$ cat src/rtl/neopixel_cmd_engine.sv
// Command engine for a NeoPixel strip: FIFO-buffered SET_PTR/WRITE/FILL commands become pixel writes.
// Latency: a WRITE strobed into an empty, idle engine appears as ctrl_write_en three cycles later.
// Backpressure: waits while ctrl_ready is low; cmd_full reflects FIFO occupancy, drops set sticky overflow.
module neopixel_cmd_engine #(
    parameter int C_PIXELS     = 12,
    parameter int C_FIFO_DEPTH = 4
) (
    input  logic        ctrl_clock,
    input  logic        ctrl_reset_n,
    input  logic [31:0] cmd_data,
    input  logic        cmd_write_en,
    output logic        cmd_full,
    output logic        overflow,
    output logic        busy,
    output logic        ctrl_write_en,
    output logic [31:0] ctrl_address,
    output logic [31:0] ctrl_write_data,
    input  logic        ctrl_ready
);

    localparam int                LP_AW    = (C_FIFO_DEPTH > 1) ? $clog2(C_FIFO_DEPTH) : 1;
    localparam int                LP_CW    = LP_AW + 1;
    localparam logic [LP_CW-1:0]  LP_DEPTH = LP_CW'(C_FIFO_DEPTH);
    localparam logic [LP_CW-1:0]  LP_ONE   = LP_CW'(1);
    localparam logic [8:0]        LP_NPIX  = 9'(C_PIXELS);
    localparam logic [7:0]        LP_LAST  = 8'(C_PIXELS - 1);

    localparam logic [1:0] OP_SET_PTR = 2'b00;
    localparam logic [1:0] OP_WRITE   = 2'b01;
    localparam logic [1:0] OP_FILL    = 2'b10;

    typedef enum logic [1:0] {
        ST_IDLE = 2'd0,
        ST_EXEC = 2'd1,
        ST_FILL = 2'd2
    } state_t;

    // FIFO entries keep only the opcode and the 24 payload bits; [29:24] carry nothing.
    logic [25:0]       r_mem [C_FIFO_DEPTH];
    logic [LP_AW-1:0]  r_wr_ptr;
    logic [LP_AW-1:0]  r_rd_ptr;
    logic [LP_CW-1:0]  r_count;
    logic              r_overflow;

    state_t            r_state;
    logic [1:0]        r_op;
    logic [23:0]       r_arg;
    logic [7:0]        r_ptr;
    logic [7:0]        r_fill_cnt;
    logic              r_wen;
    logic [7:0]        r_addr;
    logic [23:0]       r_data;

    logic              w_full;
    logic              w_empty;
    logic              w_push;
    logic              w_pop;
    logic              w_unused;

    assign w_full   = (r_count == LP_DEPTH);
    assign w_empty  = (r_count == '0);
    assign w_push   = cmd_write_en && !w_full;
    assign w_pop    = (r_state == ST_IDLE) && !w_empty;
    assign w_unused = &{1'b0, cmd_data[29:24]};

    assign cmd_full        = w_full;
    assign overflow        = r_overflow;
    assign busy            = !w_empty || (r_state != ST_IDLE);
    assign ctrl_write_en   = r_wen;
    assign ctrl_address    = {24'd0, r_addr};
    assign ctrl_write_data = {8'h00, r_data};

    // FIFO storage: written on accepted pushes only, so no reset is needed.
    always_ff @(posedge ctrl_clock) begin
        if (w_push) begin
            r_mem[r_wr_ptr] <= {cmd_data[31:30], cmd_data[23:0]};
        end
    end

    // FIFO pointers and occupancy; power-of-two depth lets pointers wrap naturally.
    always_ff @(posedge ctrl_clock or negedge ctrl_reset_n) begin
        if (!ctrl_reset_n) begin
            r_wr_ptr <= '0;
            r_rd_ptr <= '0;
            r_count  <= '0;
        end else begin
            if (w_push) begin
                r_wr_ptr <= r_wr_ptr + 1'b1;
            end
            if (w_pop) begin
                r_rd_ptr <= r_rd_ptr + 1'b1;
            end
            if (w_push && !w_pop) begin
                r_count <= r_count + LP_ONE;
            end else if (!w_push && w_pop) begin
                r_count <= r_count - LP_ONE;
            end
        end
    end

    // Sticky drop flag: a strobe against a full FIFO is lost even if a pop frees a slot this cycle.
    always_ff @(posedge ctrl_clock or negedge ctrl_reset_n) begin
        if (!ctrl_reset_n) begin
            r_overflow <= 1'b0;
        end else if (cmd_write_en && w_full) begin
            r_overflow <= 1'b1;
        end
    end

    // Command FSM with registered pixel-write outputs; address/data hold between strobes.
    always_ff @(posedge ctrl_clock or negedge ctrl_reset_n) begin
        if (!ctrl_reset_n) begin
            r_state    <= ST_IDLE;
            r_op       <= 2'b00;
            r_arg      <= '0;
            r_ptr      <= '0;
            r_fill_cnt <= '0;
            r_wen      <= 1'b0;
            r_addr     <= '0;
            r_data     <= '0;
        end else begin
            r_wen <= 1'b0;
            case (r_state)
                ST_IDLE: begin
                    if (w_pop) begin
                        {r_op, r_arg} <= r_mem[r_rd_ptr];
                        r_state       <= ST_EXEC;
                    end
                end
                ST_EXEC: begin
                    case (r_op)
                        OP_SET_PTR: begin
                            // Out-of-range indices park the pointer at the first pixel.
                            if ({1'b0, r_arg[7:0]} >= LP_NPIX) begin
                                r_ptr <= '0;
                            end else begin
                                r_ptr <= r_arg[7:0];
                            end
                            r_state <= ST_IDLE;
                        end
                        OP_WRITE: begin
                            if (ctrl_ready) begin
                                r_wen   <= 1'b1;
                                r_addr  <= r_ptr;
                                r_data  <= r_arg;
                                r_ptr   <= (r_ptr == LP_LAST) ? 8'd0 : r_ptr + 8'd1;
                                r_state <= ST_IDLE;
                            end
                        end
                        OP_FILL: begin
                            r_fill_cnt <= '0;
                            r_state    <= ST_FILL;
                        end
                        default: begin
                            r_state <= ST_IDLE;
                        end
                    endcase
                end
                ST_FILL: begin
                    if (ctrl_ready) begin
                        r_wen  <= 1'b1;
                        r_addr <= r_fill_cnt;
                        r_data <= r_arg;
                        if (r_fill_cnt == LP_LAST) begin
                            r_fill_cnt <= '0;
                            r_state    <= ST_IDLE;
                        end else begin
                            r_fill_cnt <= r_fill_cnt + 8'd1;
                        end
                    end
                end
                default: begin
                    r_state <= ST_IDLE;
                end
            endcase
        end
    end

endmodule

$ cat config.mk
export PLATFORM = sky130hd
export DESIGN_NAME = neopixel_cmd_engine
export DESIGN_NICKNAME = d
export VERILOG_FILES = /design/src/rtl/neopixel_cmd_engine.sv
export SDC_FILE = /design/constraint.sdc
export NUM_CORES = 1
export LEC_CHECK = 0
export ABC_AREA = 1
export ABC_CLOCK_PERIOD_IN_PS = 5200
export CAP_MARGIN = 20
export CELL_PAD_IN_SITES_DETAIL_PLACEMENT = 1
export CELL_PAD_IN_SITES_GLOBAL_PLACEMENT = 1
export CORE_ASPECT_RATIO = 1.2
export CORE_UTILIZATION = 47
export DETAILED_ROUTE_END_ITERATION = 7
export PLACE_DENSITY_LB_ADDON = 0.1
export SKIP_CTS_REPAIR_TIMING = 1
export SLEW_MARGIN = 20
export SYNTH_ARGS = -nofsm -noshare
export SYNTH_HDL_FRONTEND = slang
export SYNTH_SLANG_ARGS = --single-unit
$ cat constraint.sdc
create_clock -name ctrl_clock -period 5.2 [get_ports ctrl_clock]
set_input_delay 1.56 -clock ctrl_clock [delete_from_list [all_inputs] [get_ports ctrl_clock]]
set_output_delay 1.56 -clock ctrl_clock [all_outputs]
set_load 0.01 [all_outputs]
==> run summary <==
Maximum vdd drop = 0.271 mV
RSZ-0062 raised after global routing = false
Worst Reg-to-Reg Cells = 8
Sum of negative setup slack = 0 ps
Met3 wire length = 491 um
Pwr/cell area = 590 nW/um2
Synth Area in Compound Gates = 0.113
Fin crit share = 0.657
Hold Path Origin = overflow
CP Buf/Inv Count = 2
CP cell instances = inv_1 > ha_1 > nand3_1 > clkdlybuf4s50_1
Clock skew = 6.91 ps
Setup CP Type = register to primary output
Via Count = 5522
Synth Flop Type = edfxtp_1
Routed Antenna Nets = 0
Final setup violation count = 0
Slew headroom = 0.363
Top sig layer = met4
Wire per inst = 17.5 um
Total power = 5.53 mW
Leak pwr = 3.84 nW
# IOs = 104
Least-Margin Pin Slew = 955 ps
Layout cells sized above 1 = 0.0898
Post-layout nets = 880
Largest net degree at the start of global routing = 55
CP max-delay cell = clkdlybuf4s50_1
Total track usage = 0.224
Max incr delay on CP = 570 ps
Mux share of post-synthesis cell area = 0.00138
Area Overhead vs Synth = 14.6%
Antenna violations before repair = 0
Core area = 17000 um2
Sequential element share of the synthesized area = 0.641
DRC viols = 0
Crit start category = register
Critical path capture point type = primary output
Delay-heaviest family, CP = buffers and inverters
Drt pass-1 iters = 4
Hold Crit Class = register to register
H-tree depth = 4
Register-to-Register Setup Slack = 2840 ps
First-pass GRT wire length = 30.3 mm
Vias in the first global route = 6011
Mapped Area = 8180 um2
Leading area contributor after synthesis = edfxtp_1
Final HPWL DP = 12.0 mm
Asr flop ratio synth = 0.450
Port buffer count = 65
Synth cell count leaders = 133 x nand2_1, 129 x o21ai_0, 105 x nor2_1
Syn avg cell area = 10.5 um2
Ys Warns = 0
Util after Layout = 0.552
Synth top area cells = edfxtp_1 38%, dfrtp_1 26%, o21ai_0 7.9%
Max clock buf depth = 2
Die ar. = 17900 um2
Synth Area in Simple Gates = 0.138
Fillers = 1867
CTS sink count = 189
Total Wirelength = 18.6 mm
Max-capacitance violation count = 0
Clock buffer count from CTS = 17
WHS Path Cells = 1
Max Clk Rate = 293 MHz
Crit path max fanout = 3
Die Span Y = 147 um
Reg2reg start = r_count[1]
Hold slack = 481 ps
Grt ovf = 0
#FFs+latches synth = 189
Post-synth top area share = 0.382
FP Rows = 52
Post-Syn Instances = 779
DR vias/cell = 5.20
Hold EP = overflow
Synth cell types = 33
Data arrival, critical path = 1850 ps
Initial Util = 0.482
N_diodes = 0
Largest family of logic cells by synthesized area = simple AND/OR/NAND/NOR gates
RR Endpoint = r_count[1]
Worst Path Required = 3640 ps
Worst-skew pair later-pin latency = 430 ps
Min Tclk post-route = 3410 ps
Met2 WL = 10.0 mm
Top-count cell post-synth = nand2_1
Clock Pin Slew Worst Setup and Hold Paths = 70 ps
Final Hold Fails = 0
Adder-Cell Fraction of Synth Area = 0.0177
CTS tree = built
Placer congestion estimate = 0.796
Max-slew violations = 0
DR iter-0 viols = 284
Xor and xnor area share after synthesis = 0.00535
Post-synth EDFFs = 104
Clk root buf = clkbuf_16
Outcome = completed
Die Wd = 122 um
Metal-1 WL = 7.69 mm
-- state kept, by name, summed over array words and instances (netlist names) --
signal         cells
r_rd_ptr           2
ctrl_write_en      1
r_state            2
r_count            3
r_fill_cnt         8
r_arg             24
r_mem            104
r_data            24
overflow           1
r_wr_ptr           2
r_ptr              8
r_addr             8
r_op               2
-- through the flow --
step | area [um2] | instances | setup WS [ps]
2_1_floorplan | 8300 | 810 | 1980
3_3_place_gp | 8850 | 1030 | 1540
3_5_place_dp | 8850 | 1030 | 1500
4_1_cts | 9380 | 1062 | 1760
5_1_grt | 9380 | 1062 | 1710
6_report | 9380 | 1062 | 1790
-- layout make-up --
cell class,instances,area [um2],area share
clock buffers,20,447,0.0476
clock inverters,12,86.3,0.00920
inverters,69,259,0.0276
multi-input cells,489,2400,0.256
flip-flops and latches,189,5250,0.560
well taps,216,270,0.0288
repair buffers,67,663,0.0707
-- layout by cell type, fill, tap and decap left out, drive strengths merged --
cell type,count
conb,32
ha,10
clkinvlp,1
nand4,8
clkinv,6
nor3,1
buf,3
xnor2,1
edfxtp,104
xor2,4
nand3,19
mux2,1
clkdlybuf4s50,64
nor2,108
and3,1
a21oi,7
nand2,139
clkbuf,20
dfrtp,85
o2111ai,1
o21bai,1
fa,1
inv,74
a31o,1
o21ai,154
-- worst reg2reg max path, delay by kind of cell (launching register included) --
kind                       cells  cell delay, ps
and+or+nand+nor                3             660
adders and majority gates      2             630
DFF                            1             420
muxes                          1             270
buffers and inverters          2             260
-- per-layer routing --
layer / track usage / vias to the layer above
met5: 0 / -
met4: 0.0854 / 0
met3: 0.0391 / 27
met2: 0.406 / 92
met1: 0.259 / 2783
li1: - / 2620
-- worst max path at each step --
stage	endpoint	startpoint	cells after the start	slack (ps)
CTS	busy	r_state[0]	4	1760
global route	busy	r_state[0]	4	1710
detailed placement	r_count[2]	cmd_write_en	9	1500
floorplan	r_mem[0][0]	cmd_write_en	2	1980
finish	busy	r_state[0]	4	1790
global placement	r_count[2]	cmd_write_en	9	1540
-- cells by family after synthesis --
| group | count (synthesis) |
|---|---|
| simple gates | 276 |
| compound gates | 164 |
| flops | 189 |
| mux | 1 |
| other cells | 1 |
| fa+ha+maj | 11 |
| buf+inv | 132 |
| xor+xnor | 5 |
-- report_power, final --
part / switching, mW / leakage (nW) / internal [mW]
logic: 1.33 / 1.55 / 0.702
registers: 0.258 / 2.03 / 2.05
clock network: 0.567 / 0.261 / 0.629
total: 2.15 / 3.84 / 3.38
No activity file was read; power rests on OpenSTA's default activity.
